[config.mk]
export PLATFORM = sky130hd
export DESIGN_NAME = uf_ctrl_flat
export DESIGN_NICKNAME = d
export VERILOG_FILES = /design/src/rtl/uf_ctrl_if.sv /design/src/rtl/uf_ctrl.sv /design/src/flat_wrapper.sv
export SDC_FILE = /design/constraint.sdc
export NUM_CORES = 1
export LEC_CHECK = 0
export CAP_MARGIN = 20
export CORE_UTILIZATION = 40
export DETAILED_ROUTE_END_ITERATION = 8
export PLACE_DENSITY = 0.73
export SLEW_MARGIN = 30
export SYNTH_ARGS = -nofsm -noshare
export SYNTH_HDL_FRONTEND = slang
export SYNTH_SLANG_ARGS = --single-unit
export TNS_END_PERCENT = 10
[constraint.sdc]
create_clock -name clk -period 2.95 [get_ports clk]
set_input_delay 0.59 -clock clk [delete_from_list [all_inputs] [get_ports clk]]
set_output_delay 0.59 -clock clk [all_outputs]
set_load 0.01 [all_outputs]
[src/rtl/uf_ctrl_if.sv]
// Host command bus and flash macro pins of the uf_ctrl sequencer.
// The slave modport is the controller's view; master is the host/flash side.
interface uf_ctrl_if;
  logic        cmd_start;
  logic [1:0]  cmd;
  logic [8:0]  xadr;
  logic [5:0]  yadr;
  logic [31:0] din;
  logic        busy;
  logic        done;
  logic        err;
  logic [31:0] dout;
  logic [8:0]  uf_xadr;
  logic [5:0]  uf_yadr;
  logic        uf_xe, uf_ye, uf_se, uf_erase, uf_prog, uf_nvstr;
  logic [31:0] uf_din;
  logic [31:0] uf_dout;

  modport master (
    output cmd_start, cmd, xadr, yadr, din, uf_dout,
    input  busy, done, err, dout, uf_xadr, uf_yadr,
           uf_xe, uf_ye, uf_se, uf_erase, uf_prog, uf_nvstr, uf_din
  );
  modport slave (
    input  cmd_start, cmd, xadr, yadr, din, uf_dout,
    output busy, done, err, dout, uf_xadr, uf_yadr,
           uf_xe, uf_ye, uf_se, uf_erase, uf_prog, uf_nvstr, uf_din
  );
endinterface

[src/rtl/uf_ctrl.sv]
// Flash macro sequencer: read / word program / page erase with timed strobe phases.
// All macro strobes come straight from flops decoded off the next state.
module uf_ctrl #(
  parameter int unsigned CLOCK_HZ = 50_000_000,
  parameter int unsigned T_NVS    = CLOCK_HZ / 200000,
  parameter int unsigned T_PGS    = CLOCK_HZ / 100000,
  parameter int unsigned T_PROG   = CLOCK_HZ / 100000,
  parameter int unsigned T_ERASE  = CLOCK_HZ / 10,
  parameter int unsigned T_NVH    = CLOCK_HZ / 200000,
  parameter int unsigned T_RCV    = CLOCK_HZ / 100000,
  parameter int unsigned T_RD     = 2
) (
  input logic     clk,
  input logic     rst,
  uf_ctrl_if.slave bus
);

  function automatic int unsigned imax(int unsigned a, int unsigned b);
    return (a > b) ? a : b;
  endfunction

  localparam int unsigned TMAX = imax(imax(imax(T_NVS, T_PGS), imax(T_PROG, T_ERASE)),
                                      imax(imax(T_NVH, T_RCV), T_RD));
  // Counter holds N-1, so clog2(TMAX) bits suffice for the longest phase.
  localparam int unsigned CW   = (TMAX > 1) ? $clog2(TMAX) : 1;

  typedef enum logic [3:0] {
    IDLE, RD_SETUP, RD_SE, RD_WAIT,
    PG_XE, PG_NVS, PG_PGS, PG_YE, PG_YOFF, PG_NVH,
    ER_XE, ER_NVS, ER_PULSE, ER_NVH, RCV
  } state_e;

  typedef struct packed {
    logic xe, ye, se, erase, prog, nvstr;
  } strb_t;

  function automatic logic [CW-1:0] ld(int unsigned n);
    return (n == 0) ? '0 : CW'(n - 1);
  endfunction

  state_e        state_q, state_d;
  logic [CW-1:0] cnt_q, cnt_d;
  strb_t         strb_q, strb_d;
  logic          busy_q, done_q, err_q;
  logic [8:0]    xadr_q;
  logic [5:0]    yadr_q;
  logic [31:0]   din_q, dout_q;
  logic          acc, bad;

  always_comb begin
    state_d = state_q;
    cnt_d   = cnt_q;
    acc     = 1'b0;
    bad     = 1'b0;
    if (state_q == IDLE) begin
      if (bus.cmd_start) begin
        acc = 1'b1;
        case (bus.cmd)
          2'd0:    state_d = RD_SETUP;
          2'd1:    state_d = PG_XE;
          2'd2:    state_d = ER_XE;
          default: begin acc = 1'b0; bad = 1'b1; end
        endcase
      end
    end else if (cnt_q != '0) begin
      cnt_d = cnt_q - CW'(1);
    end else begin
      case (state_q)
        RD_SETUP: state_d = RD_SE;
        RD_SE:    state_d = RD_WAIT;
        PG_XE:    state_d = PG_NVS;
        PG_NVS:   state_d = PG_PGS;
        PG_PGS:   state_d = PG_YE;
        PG_YE:    state_d = PG_YOFF;
        PG_YOFF:  state_d = PG_NVH;
        ER_XE:    state_d = ER_NVS;
        ER_NVS:   state_d = ER_PULSE;
        ER_PULSE: state_d = ER_NVH;
        PG_NVH,
        ER_NVH:   state_d = RCV;
        default:  state_d = IDLE;
      endcase
    end
    // Every transition lands in a different state, so reload on any change.
    if (state_d != state_q) begin
      case (state_d)
        RD_WAIT:          cnt_d = ld(T_RD);
        PG_NVS, ER_NVS:   cnt_d = ld(T_NVS);
        PG_PGS:           cnt_d = ld(T_PGS);
        PG_YE:            cnt_d = ld(T_PROG);
        ER_PULSE:         cnt_d = ld(T_ERASE);
        PG_NVH, ER_NVH:   cnt_d = ld(T_NVH);
        RCV:              cnt_d = ld(T_RCV);
        default:          cnt_d = '0;
      endcase
    end
  end

  always_comb begin
    strb_d = '0;
    case (state_d)
      RD_SETUP, RD_WAIT: begin strb_d.xe = 1'b1; strb_d.ye = 1'b1; end
      RD_SE:             strb_d.se = 1'b1;
      PG_XE, ER_XE:      strb_d.xe = 1'b1;
      PG_NVS:            begin strb_d.xe = 1'b1; strb_d.prog = 1'b1; end
      PG_PGS, PG_YOFF:   begin strb_d.xe = 1'b1; strb_d.prog = 1'b1; strb_d.nvstr = 1'b1; end
      PG_YE:             begin strb_d.xe = 1'b1; strb_d.prog = 1'b1; strb_d.nvstr = 1'b1;
                               strb_d.ye = 1'b1; end
      ER_NVS:            begin strb_d.xe = 1'b1; strb_d.erase = 1'b1; end
      ER_PULSE:          begin strb_d.xe = 1'b1; strb_d.erase = 1'b1; strb_d.nvstr = 1'b1; end
      PG_NVH, ER_NVH:    begin strb_d.xe = 1'b1; strb_d.nvstr = 1'b1; end
      default:           strb_d = '0;
    endcase
  end

  always_ff @(posedge clk) begin
    if (rst) begin
      state_q <= IDLE;
      cnt_q   <= '0;
      strb_q  <= '0;
      busy_q  <= 1'b0;
      done_q  <= 1'b0;
      err_q   <= 1'b0;
      xadr_q  <= '0;
      yadr_q  <= '0;
      din_q   <= '0;
      dout_q  <= '0;
    end else begin
      state_q <= state_d;
      cnt_q   <= cnt_d;
      strb_q  <= strb_d;
      busy_q  <= (state_d != IDLE);
      done_q  <= (state_q != IDLE) && (state_d == IDLE);
      err_q   <= bad;
      if (acc) begin
        xadr_q <= bus.xadr;
        yadr_q <= bus.yadr;
        din_q  <= bus.din;
      end
      if (state_q == RD_WAIT && cnt_q == '0) dout_q <= bus.uf_dout;
    end
  end

  assign bus.busy     = busy_q;
  assign bus.done     = done_q;
  assign bus.err      = err_q;
  assign bus.dout     = dout_q;
  assign bus.uf_xadr  = xadr_q;
  assign bus.uf_yadr  = yadr_q;
  assign bus.uf_din   = din_q;
  assign bus.uf_xe    = strb_q.xe;
  assign bus.uf_ye    = strb_q.ye;
  assign bus.uf_se    = strb_q.se;
  assign bus.uf_erase = strb_q.erase;
  assign bus.uf_prog  = strb_q.prog;
  assign bus.uf_nvstr = strb_q.nvstr;

endmodule

[src/flat_wrapper.sv]
// flat-port wrapper written by rule: the top's interface ports become plain ports
module uf_ctrl_flat 
#(
  parameter int unsigned CLOCK_HZ = 50_000_000,
  parameter int unsigned T_NVS    = CLOCK_HZ / 200000,
  parameter int unsigned T_PGS    = CLOCK_HZ / 100000,
  parameter int unsigned T_PROG   = CLOCK_HZ / 100000,
  parameter int unsigned T_ERASE  = CLOCK_HZ / 10,
  parameter int unsigned T_NVH    = CLOCK_HZ / 200000,
  parameter int unsigned T_RCV    = CLOCK_HZ / 100000,
  parameter int unsigned T_RD     = 2
)
  (clk, rst, bus_cmd_start, bus_cmd, bus_xadr, bus_yadr, bus_din, bus_uf_dout, bus_busy, bus_done, bus_err, bus_dout, bus_uf_xadr, bus_uf_yadr, bus_uf_xe, bus_uf_ye, bus_uf_se, bus_uf_erase, bus_uf_prog, bus_uf_nvstr, bus_uf_din);
  uf_ctrl_if bus_i ();
  input logic clk;
  input logic rst;
  input wire logic [$bits(bus_i.cmd_start)-1:0] bus_cmd_start;
  input wire logic [$bits(bus_i.cmd)-1:0] bus_cmd;
  input wire logic [$bits(bus_i.xadr)-1:0] bus_xadr;
  input wire logic [$bits(bus_i.yadr)-1:0] bus_yadr;
  input wire logic [$bits(bus_i.din)-1:0] bus_din;
  input wire logic [$bits(bus_i.uf_dout)-1:0] bus_uf_dout;
  output wire logic [$bits(bus_i.busy)-1:0] bus_busy;
  output wire logic [$bits(bus_i.done)-1:0] bus_done;
  output wire logic [$bits(bus_i.err)-1:0] bus_err;
  output wire logic [$bits(bus_i.dout)-1:0] bus_dout;
  output wire logic [$bits(bus_i.uf_xadr)-1:0] bus_uf_xadr;
  output wire logic [$bits(bus_i.uf_yadr)-1:0] bus_uf_yadr;
  output wire logic [$bits(bus_i.uf_xe)-1:0] bus_uf_xe;
  output wire logic [$bits(bus_i.uf_ye)-1:0] bus_uf_ye;
  output wire logic [$bits(bus_i.uf_se)-1:0] bus_uf_se;
  output wire logic [$bits(bus_i.uf_erase)-1:0] bus_uf_erase;
  output wire logic [$bits(bus_i.uf_prog)-1:0] bus_uf_prog;
  output wire logic [$bits(bus_i.uf_nvstr)-1:0] bus_uf_nvstr;
  output wire logic [$bits(bus_i.uf_din)-1:0] bus_uf_din;
  assign bus_i.cmd_start = bus_cmd_start;
  assign bus_i.cmd = bus_cmd;
  assign bus_i.xadr = bus_xadr;
  assign bus_i.yadr = bus_yadr;
  assign bus_i.din = bus_din;
  assign bus_i.uf_dout = bus_uf_dout;
  assign bus_busy = bus_i.busy;
  assign bus_done = bus_i.done;
  assign bus_err = bus_i.err;
  assign bus_dout = bus_i.dout;
  assign bus_uf_xadr = bus_i.uf_xadr;
  assign bus_uf_yadr = bus_i.uf_yadr;
  assign bus_uf_xe = bus_i.uf_xe;
  assign bus_uf_ye = bus_i.uf_ye;
  assign bus_uf_se = bus_i.uf_se;
  assign bus_uf_erase = bus_i.uf_erase;
  assign bus_uf_prog = bus_i.uf_prog;
  assign bus_uf_nvstr = bus_i.uf_nvstr;
  assign bus_uf_din = bus_i.uf_din;
  uf_ctrl #(.CLOCK_HZ(CLOCK_HZ), .T_NVS(T_NVS), .T_PGS(T_PGS), .T_PROG(T_PROG), .T_ERASE(T_ERASE), .T_NVH(T_NVH), .T_RCV(T_RCV), .T_RD(T_RD)) u_core (.clk(clk), .rst(rst), .bus(bus_i));
endmodule
==> metrics.txt, run 1 <==
# TYPE chip_impl_metric gauge
chip_impl_metric{name="numClockSinks",unit=""} 119
chip_impl_metric{name="grt_pass1_wl",unit="mm"} 22.9
chip_impl_metric{name="power_leakage",unit="uW"} 0.00275
chip_impl_metric{name="syn-mean-instance-area",unit="um2"} 7.91
chip_impl_metric{name="antennaDiodeCount",unit=""} 0
chip_impl_metric{name="ir_worst_vdd",unit="V"} 0.000590
chip_impl_metric{name="synth_async_sr_flop_share",unit="%"} 0
chip_impl_metric{name="internal-power",unit="uW"} 4460
chip_impl_info{name="critical_setup_path_class",value="reg2reg"} 1
chip_impl_metric{name="syn_to_layout_area_delta",unit="%"} 53.3
chip_impl_metric{name="yosysWarningCount",unit=""} 0
chip_impl_metric{name="number_of_global_route_vias_before_repair",unit=""} 4926
chip_impl_metric{name="worstPathRequired",unit="ps"} 3280
chip_impl_metric{name="worstPathArrival",unit="ps"} 3200
chip_impl_metric{name="pwr_density_cell",unit="mW/mm2"} 891
chip_impl_metric{name="grt_max_degree",unit=""} 64
chip_impl_metric{name="setup_viol_count_final",unit=""} 0
chip_impl_metric{name="design.die.area",unit="mm2"} 0.0128
chip_impl_metric{name="cts.reportedPaths.clkPinSlew",unit="ps"} 50
chip_impl_metric{name="share_comb_of_total_power",unit="%"} 37.2
chip_impl_metric{name="coreArea",unit="mm2"} 0.0120
chip_impl_info{name="synth_flop_cell",value="sky130_fd_sc_hd__dfxtp_1"} 1
chip_impl_metric{name="final_period_minus_worst_setup_slack",unit="ps"} 2870
chip_impl_info{name="regToRegEndpoint",value="u_core.cnt_q[1]"} 1
chip_impl_metric{name="worst_slew_pin_slew",unit="ps"} 643
chip_impl_metric{name="seq_area",unit="mm2"} 0.00238
chip_impl_metric{name="top_level_ports",unit=""} 172
chip_impl_metric{name="vias",unit=""} 4979
chip_impl_metric{name="floorplan.die.height",unit="um"} 113
chip_impl_metric{name="sequential_cell_area_fraction_in_the_yosys_report",unit="%"} 48.4
chip_impl_metric{name="number_of_instances_in_the_synthesized_netlist",unit=""} 623
chip_impl_metric{name="clkLatencyLatePin",unit="ps"} 410
chip_impl_metric{name="synth_area",unit="mm2"} 0.00493
chip_impl_metric{name="core_rows",unit=""} 40
chip_impl_metric{name="fmax",unit="MHz"} 349
chip_impl_metric{name="fin_worst_skew",unit="ps"} 8.90
chip_impl_metric{name="fillCellCount",unit=""} 1048
chip_impl_metric{name="average_via_count_per_standard_cell",unit=""} 5.19
chip_impl_metric{name="postSynthRegisterBits",unit=""} 119
chip_impl_metric{name="cp_max_fo",unit=""} 6
chip_impl_info{name="worst_min_delay_path_startpoint",value="u_core.bus.dout[12]"} 1
chip_impl_metric{name="layout_setup_ws",unit="ps"} 80.7
chip_impl_info{name="cts_tree",value="built"} 1
chip_impl_metric{name="power.share.switching",unit="%"} 33.6
chip_impl_info{name="clockRootBuffer",value="sky130_fd_sc_hd__clkbuf_16"} 1
chip_impl_metric{name="ctsHtreeMaxLevel",unit=""} 4
chip_impl_metric{name="dr.first_iter.drc_count",unit=""} 310
chip_impl_metric{name="gp_routability_congestion",unit=""} 0.912
chip_impl_metric{name="detailedPlacementHpwl",unit="mm"} 9.90
chip_impl_metric{name="power_frac_clock",unit="%"} 31.9
chip_impl_metric{name="gr-usage-all-layers",unit="%"} 22.5
chip_impl_info{name="cell_chain_critical_path",value="or4_4, or4_4, or3_4, o31a_4, o221a_4, or4_4, a21oi_2"} 1
chip_impl_metric{name="synth_enable_flop_cells",unit=""} 0
chip_impl_metric{name="numCtsBuffers",unit=""} 17
chip_impl_metric{name="global_route.overflow_total",unit=""} 0
chip_impl_metric{name="syn_nets",unit=""} 714
chip_impl_info{name="timing.critical_path.to_type",value="register"} 1
chip_impl_metric{name="critPathMaxStageDelay",unit="ps"} 530
chip_impl_metric{name="drc",unit=""} 0
chip_impl_metric{name="worst_r2r_path_depth",unit=""} 7
chip_impl_metric{name="drt_pre_antenna_iters",unit=""} 4
chip_impl_info{name="cp_common_cell",value="sky130_fd_sc_hd__or4_4"} 1
chip_impl_metric{name="postLayoutCoreUtil",unit="%"} 62.9
chip_impl_metric{name="effective_utilization_at_floorplan",unit="%"} 41.0
chip_impl_metric{name="maxCapViolations",unit=""} 0
chip_impl_info{name="grt_setup_unrepaired",value="true"} 1
chip_impl_metric{name="worst_slew_margin_rel",unit="%"} 56.8
chip_impl_metric{name="finalHoldViolCount",unit=""} 0
chip_impl_metric{name="route.final.wire_length",unit="mm"} 14.0
chip_impl_info{name="crit_path_start_kind",value="register"} 1
chip_impl_metric{name="worst_hold_path.num_cells",unit=""} 2
chip_impl_info{name="min-delay-path-class",value="reg2reg"} 1
chip_impl_metric{name="cts_buffer_depth",unit=""} 2
chip_impl_metric{name="place.port_buffers",unit=""} 171
chip_impl_metric{name="number_of_routed_nets_with_antenna_violations",unit=""} 0
chip_impl_metric{name="number_of_antenna_violations_at_the_first_check_in_global_routing",unit=""} 0
chip_impl_metric{name="number_of_distinct_library_cells_after_synthesis",unit=""} 48
chip_impl_metric{name="r2r_setup_slack",unit="ps"} 80
chip_impl_metric{name="slew_viol_final",unit=""} 0
chip_impl_metric{name="dieWidth",unit="um"} 113
chip_impl_metric{name="layout_cell_share_with_drive_strength_beyond_1",unit="%"} 9.73
chip_impl_info{name="min_delay_worst_endpoint",value="u_core.bus.dout[12]"} 1
chip_impl_info{name="crit_path_top_delay_cell",value="sky130_fd_sc_hd__or4_4"} 1
chip_impl_metric{name="multiInputGateArea",unit="mm2"} 0.00240
chip_impl_metric{name="post-place-ws",unit="ps"} 52.6
chip_impl_metric{name="period_share",unit="%"} 97.3
chip_impl_metric{name="seq_power_share",unit="%"} 30.9
chip_impl_info{name="outcome",value="complete, no violations"} 1
chip_impl_info{name="critical_path.reg2reg.startpoint",value="u_core.cnt_q[13]"} 1
chip_impl_metric{name="power.net_switching",unit="uW"} 2260
chip_impl_metric{name="finish.net_count",unit=""} 890
chip_impl_metric{name="detail_route.wl_per_cell",unit="um"} 14.6
[state kept, by name (all words and copies together), names as in the netlist, 4 cells and up, named ones only]
name,count
u_core.bus.uf_din,32
u_core.bus.uf_xadr,9
u_core.bus.dout,32
u_core.cnt_q,23
u_core.state_q,4
u_core.bus.uf_yadr,6
[per-layer routing]
layer / part of all wire (%) / wire length [um] / GRT usage (%)
met1: 41 / 5770 / 26.0
met2: 49 / 6780 / 37.9
met3: 7.3 / 1010 / 6.75
met4: 2.9 / 401 / 11.3
met5: 0 / 0 / 0
[cell usage after synthesis, types with 2 or more instances]
cell type,n,area (um2)
sky130_fd_sc_hd__nor4_1,9,56.3
sky130_fd_sc_hd__xnor2_1,13,114
sky130_fd_sc_hd__nand3_1,8,40.0
sky130_fd_sc_hd__a221oi_1,3,26.3
sky130_fd_sc_hd__clkbuf_1,39,146
sky130_fd_sc_hd__and4_1,2,17.5
sky130_fd_sc_hd__and2_1,3,18.8
sky130_fd_sc_hd__or3_1,5,31.3
sky130_fd_sc_hd__nand2b_1,3,18.8
sky130_fd_sc_hd__nand4_1,7,43.8
sky130_fd_sc_hd__ha_1,7,87.6
sky130_fd_sc_hd__nor4b_1,2,17.5
sky130_fd_sc_hd__o211ai_1,4,30.0
sky130_fd_sc_hd__nand2_1,176,661
sky130_fd_sc_hd__o21a_1,2,15.0
sky130_fd_sc_hd__inv_1,8,30.0
sky130_fd_sc_hd__a21oi_1,100,500
sky130_fd_sc_hd__o21ai_1,2,10.0
sky130_fd_sc_hd__o21ai_0,10,50.1
sky130_fd_sc_hd__buf_2,2,10.0
sky130_fd_sc_hd__nor2_1,37,139
sky130_fd_sc_hd__nor2b_1,3,18.8
sky130_fd_sc_hd__a31oi_1,5,31.3
sky130_fd_sc_hd__a211oi_1,3,22.5
sky130_fd_sc_hd__xor2_1,8,70.1
sky130_fd_sc_hd__or4_4,3,33.8
sky130_fd_sc_hd__nor3b_1,3,22.5
sky130_fd_sc_hd__nand4b_1,3,26.3
sky130_fd_sc_hd__dfxtp_1,119,2380
sky130_fd_sc_hd__nor3_1,16,80.1
[placed cells by master (no fill, tap or decap), types with 3 or more instances in the layout]
master / count
sky130_fd_sc_hd__nor2b_1: 3
sky130_fd_sc_hd__o211ai_1: 4
sky130_fd_sc_hd__a21oi_1: 99
sky130_fd_sc_hd__clkinv_4: 3
sky130_fd_sc_hd__a31oi_1: 5
sky130_fd_sc_hd__clkbuf_16: 17
sky130_fd_sc_hd__ha_1: 5
sky130_fd_sc_hd__nand4b_1: 3
sky130_fd_sc_hd__nor3_1: 15
sky130_fd_sc_hd__nor2_1: 36
sky130_fd_sc_hd__clkbuf_8: 4
sky130_fd_sc_hd__a221oi_1: 3
sky130_fd_sc_hd__buf_4: 29
sky130_fd_sc_hd__xor2_1: 8
sky130_fd_sc_hd__clkdlybuf4s50_1: 170
sky130_fd_sc_hd__nor4_1: 7
sky130_fd_sc_hd__inv_1: 8
sky130_fd_sc_hd__a211oi_1: 3
sky130_fd_sc_hd__nor3b_1: 3
sky130_fd_sc_hd__bufinv_16: 3
sky130_fd_sc_hd__nand4_1: 7
sky130_fd_sc_hd__nand2_1: 176
sky130_fd_sc_hd__o21ai_0: 9
sky130_fd_sc_hd__or4_4: 3
sky130_fd_sc_hd__nand3_1: 7
sky130_fd_sc_hd__or3_1: 5
sky130_fd_sc_hd__xnor2_1: 13
sky130_fd_sc_hd__nand2b_1: 3
sky130_fd_sc_hd__dfxtp_1: 119
sky130_fd_sc_hd__and2_1: 3
[final cells by class]
type                    count  area share [%]
flip-flops and latches    119            31.6
clock inverters            10            1.89
repair buffers            199            25.4
well taps                 147            2.44
inverters                   9           0.447
clock buffers              22            6.41
multi-input cells         453            31.8
[kinds of logic after synthesis]
logic type      synth area share [%]
simple gates                    25.5
compound gates                  16.3
flops                           48.4
buf+inv                         4.09
xor+xnor                        3.73
fa+ha+maj                       1.78
mux                            0.203
[power groups by stage]
stage	Combinational (uW)	Sequential, uW	Clock (uW)
after floorplan	1470	2110	0
after global placement	2370	2090	0
after detailed placement	2430	2100	0
after CTS	2450	2070	2180
after global routing	2740	2110	2270
final	2500	2080	2140
[worst max path at each step]
stage                startpoint          endpoint  slack [ps]
2_1_floorplan  u_core.cnt_q[12]   u_core.cnt_q[1]         -20
4_1_cts        u_core.cnt_q[13]   u_core.cnt_q[1]          70
5_1_grt        u_core.cnt_q[13]   u_core.cnt_q[4]         -30
6_report       u_core.cnt_q[13]   u_core.cnt_q[1]          80
3_5_place_dp      bus_cmd_start  u_core.bus.uf_xe          50
3_3_place_gp   u_core.cnt_q[13]   u_core.cnt_q[8]         160
[repair_timing]
| action | in CTS | in global routing |
|---|---|---|
| endpoints found under the setup margin | 0 | 12 |
| buffers inserted | 0 | 0 |
| hold endpoints to repair | 0 | 0 |
| resized for setup | 0 | 10 |
| hold buffers | 0 | 0 |
[worst max-delay path, delay by kind of cell (launching register included)]
family             cells  cell delay [ps]
AOI/OAI and AO/OA      3              500
DFF                    1              340
and+or+nand+nor        4             1950
[metrics by stage]
step                TNS (ps)  power [uW]  instance area [um2]  cells  hold slack, ps
finish                     0        6720                 7550    959             450
global route           -32.9        7120                 7550    959             470
CTS                        0        6700                 7510    959             451
detailed placement         0        4530                 6890    927             444
global placement           0        4460                 6890    927             439
floorplan              -31.2        3590                 4940    623             476
(Power assumes the default switching activity.)
==> run 2, diff against run 1 <==
- CTS_BUF_LIST: not set -> sky130_fd_sc_hd__clkbuf_2
==> metrics.txt, run 2 (same netlist as run 1, synthesis figures left out) <==
# TYPE chip_impl_metric gauge
chip_impl_info{name="cell_chain_critical_path",value="or4_4, or4_4, or3_4, o31a_4, o221a_4, or4_4, a21oi_2"} 1
chip_impl_metric{name="fmax",unit="MHz"} 346
chip_impl_metric{name="design.die.area",unit="mm2"} 0.0128
chip_impl_metric{name="worst_r2r_path_depth",unit=""} 7
chip_impl_info{name="min-delay-path-class",value="in2reg"} 1
chip_impl_metric{name="grt_max_degree",unit=""} 64
chip_impl_metric{name="ctsHtreeMaxLevel",unit=""} 4
chip_impl_metric{name="slew_viol_final",unit=""} 0
chip_impl_metric{name="numClockSinks",unit=""} 119
chip_impl_info{name="global_route.peak_usage_layer",value="met2"} 1
chip_impl_metric{name="number_of_antenna_violations_at_the_first_check_in_global_routing",unit=""} 0
chip_impl_metric{name="r2r_setup_slack",unit="ps"} 60
chip_impl_metric{name="floorplan.die.height",unit="um"} 113
chip_impl_metric{name="met3_usage",unit="%"} 7.50
chip_impl_metric{name="multiInputGateArea",unit="mm2"} 0.00240
chip_impl_metric{name="number_of_global_route_vias_before_repair",unit=""} 4828
chip_impl_metric{name="top_level_ports",unit=""} 172
chip_impl_metric{name="effective_utilization_at_floorplan",unit="%"} 41.0
chip_impl_metric{name="final.setup.tns",unit="ps"} 0
chip_impl_info{name="cp_top_family",value="simple AND/OR/NAND/NOR gates"} 1
chip_impl_metric{name="dieWidth",unit="um"} 113
chip_impl_info{name="cp_common_cell",value="sky130_fd_sc_hd__or4_4"} 1
chip_impl_info{name="final_cell_mix",value="sky130_fd_sc_hd__nand2_1 (176), sky130_fd_sc_hd__clkdlybuf4s50_1 (170), sky130_fd_sc_hd__dfxtp_1 (118)"} 1
chip_impl_metric{name="final_period_minus_worst_setup_slack",unit="ps"} 2890
chip_impl_metric{name="antennaDiodeCount",unit=""} 0
chip_impl_metric{name="average_via_count_per_standard_cell",unit=""} 5.15
chip_impl_metric{name="fin_worst_skew",unit="ps"} 25.6
chip_impl_metric{name="grt_util_met2",unit="%"} 37.1
chip_impl_metric{name="coreArea",unit="mm2"} 0.0120
chip_impl_metric{name="worstPathRequired",unit="ps"} 3540
chip_impl_metric{name="period_share",unit="%"} 97.9
chip_impl_metric{name="syn_to_layout_area_delta",unit="%"} 45.6
chip_impl_info{name="critical_setup_path_class",value="reg2reg"} 1
chip_impl_metric{name="clkLatencyLatePin",unit="ps"} 670
chip_impl_info{name="regToRegEndpoint",value="u_core.cnt_q[1]"} 1
chip_impl_info{name="worst_setup_path_endpoint",value="u_core.cnt_q[1]"} 1
chip_impl_info{name="critical_path.reg2reg.startpoint",value="u_core.cnt_q[13]"} 1
chip_impl_metric{name="gr-usage-all-layers",unit="%"} 22.0
chip_impl_metric{name="critical_path_buf_inv_count",unit=""} 0
chip_impl_metric{name="cts_buffer_depth",unit=""} 2
chip_impl_metric{name="global_route.overflow_total",unit=""} 0
chip_impl_metric{name="worst_slew_margin_rel",unit="%"} 56.7
chip_impl_metric{name="post_cts_buffers",unit=""} 0
chip_impl_metric{name="ir_worst_vdd",unit="V"} 0.000397
chip_impl_metric{name="drc",unit=""} 0
chip_impl_metric{name="numCtsBuffers",unit=""} 17
chip_impl_metric{name="layout_cell_share_with_drive_strength_beyond_1",unit="%"} 9.48
chip_impl_metric{name="worst_slew_pin_slew",unit="ps"} 650
chip_impl_info{name="worstSetupStartpoint",value="u_core.cnt_q[13]"} 1
chip_impl_metric{name="finish.net_count",unit=""} 890
chip_impl_metric{name="maxCapViolations",unit=""} 0
chip_impl_info{name="grt_setup_unrepaired",value="true"} 1
chip_impl_metric{name="total_power",unit="uW"} 5650
chip_impl_metric{name="globalRouteMet1Util",unit="%"} 25.4
chip_impl_info{name="layout_commonest_cell",value="sky130_fd_sc_hd__nand2_1"} 1
chip_impl_info{name="crit_path_top_delay_cell",value="sky130_fd_sc_hd__or4_4"} 1
chip_impl_metric{name="vias",unit=""} 4941
chip_impl_info{name="clockRootBuffer",value="sky130_fd_sc_hd__clkbuf_2"} 1
chip_impl_metric{name="finalHoldViolCount",unit=""} 0
chip_impl_metric{name="critPathMaxStageDelay",unit="ps"} 520
chip_impl_metric{name="cts.reportedPaths.clkPinSlew",unit="ps"} 170
chip_impl_metric{name="cp.depth",unit=""} 7
chip_impl_metric{name="seq_area",unit="mm2"} 0.00238
chip_impl_metric{name="gp_routability_congestion",unit=""} 0.912
chip_impl_info{name="cts_tree",value="built"} 1
chip_impl_metric{name="drt_pre_antenna_iters",unit=""} 4
chip_impl_metric{name="route.final.wire_length",unit="mm"} 13.8
chip_impl_info{name="outcome",value="complete, no violations"} 1
chip_impl_metric{name="dr.first_iter.drc_count",unit=""} 283
chip_impl_metric{name="pwr_density_cell",unit="mW/mm2"} 787
chip_impl_info{name="crit_path_start_kind",value="register"} 1
chip_impl_metric{name="setup_viol_count_final",unit=""} 0
chip_impl_metric{name="number_of_routed_nets_with_antenna_violations",unit=""} 0
chip_impl_metric{name="cp_max_fo",unit=""} 6
chip_impl_metric{name="worstPathArrival",unit="ps"} 3470
chip_impl_info{name="timing.critical_path.to_type",value="register"} 1
chip_impl_metric{name="power_leakage",unit="uW"} 0.00259
chip_impl_metric{name="detailedPlacementHpwl",unit="mm"} 9.90
chip_impl_metric{name="place.port_buffers",unit=""} 171
chip_impl_metric{name="fillCellCount",unit=""} 1112
chip_impl_metric{name="grt_pass1_wl",unit="mm"} 22.4
chip_impl_metric{name="detail_route.wl_per_cell",unit="um"} 14.3
chip_impl_metric{name="core_rows",unit=""} 40
-- run 2: changes by cell type in the layout (fill, tap and decap cells not counted), sizes merged --
cell	before	now
clkbuf	22	18
clkinv	6	10
-- run 2: area by class of cell --
class                           instances  share of cell area (%)
Timing Repair Buffer                  199                    26.8
Tap cell                              147                    2.56
Clock inverter                         14                    2.20
Inverter                                9                   0.471
Sequential cell                       119                    33.2
Multi-Input combinational cell        453                    33.5
Clock buffer                           18                    1.26
-- run 2: worst register-to-register path: stages, from the launching register on --
cell                      delay [ps]
sky130_fd_sc_hd__dfxtp_2         380
sky130_fd_sc_hd__or4_4           520
sky130_fd_sc_hd__or4_4           470
sky130_fd_sc_hd__or3_4           420
sky130_fd_sc_hd__o31a_4          130
sky130_fd_sc_hd__o221a_4         240
sky130_fd_sc_hd__or4_4           520
sky130_fd_sc_hd__a21oi_2         140
-- run 2: through the flow --
step / setup WS [ps] / std cells / instance area, um2 / util [%] / hold slack [ps]
after detailed placement: 52.6 / 927 / 6890 / 57.3 / 444
after floorplan: -15.6 / 623 / 4940 / - / 476
final: 63.1 / 959 / 7170 / 59.7 / 421
after global placement: 156 / 927 / 6890 / 57.3 / 439
after CTS: 39.9 / 959 / 7140 / 59.4 / 328
after global routing: -37.1 / 959 / 7170 / 59.7 / 355
-- run 2: per-layer routing --
layer	routed length, um	up-vias
met4	294	0
met2	6660	157
met5	0	-
li1	-	2472
met1	5770	2288
met3	1030	24
-- run 2: how the worst min path moves through the flow --
stage               cells after the start                     to           startpoint
floorplan                               2     u_core.bus.dout[0]   u_core.bus.dout[0]
global placement                        2     u_core.bus.dout[2]   u_core.bus.dout[2]
detailed placement                      2    u_core.bus.dout[12]  u_core.bus.dout[12]
CTS                                     2               register                  rst
global route                            3  u_core.bus.uf_xadr[0]          bus_xadr[0]
finish                                  2               register                  rst
-- run 2: repair_timing --
item | CTS | global route
hold buffers | 0 | 0
setup endpoints to repair | 0 | 16
resized for setup | 0 | 11
-- run 2: report_power, final --
group	leakage [uW]	switching (uW)	internal (uW)	total [uW]
clock network	0.000148	609	468	1080
logic	0.00147	1320	1170	2490
registers	0.000971	212	1860	2080
total	0.00259	2140	3510	5650
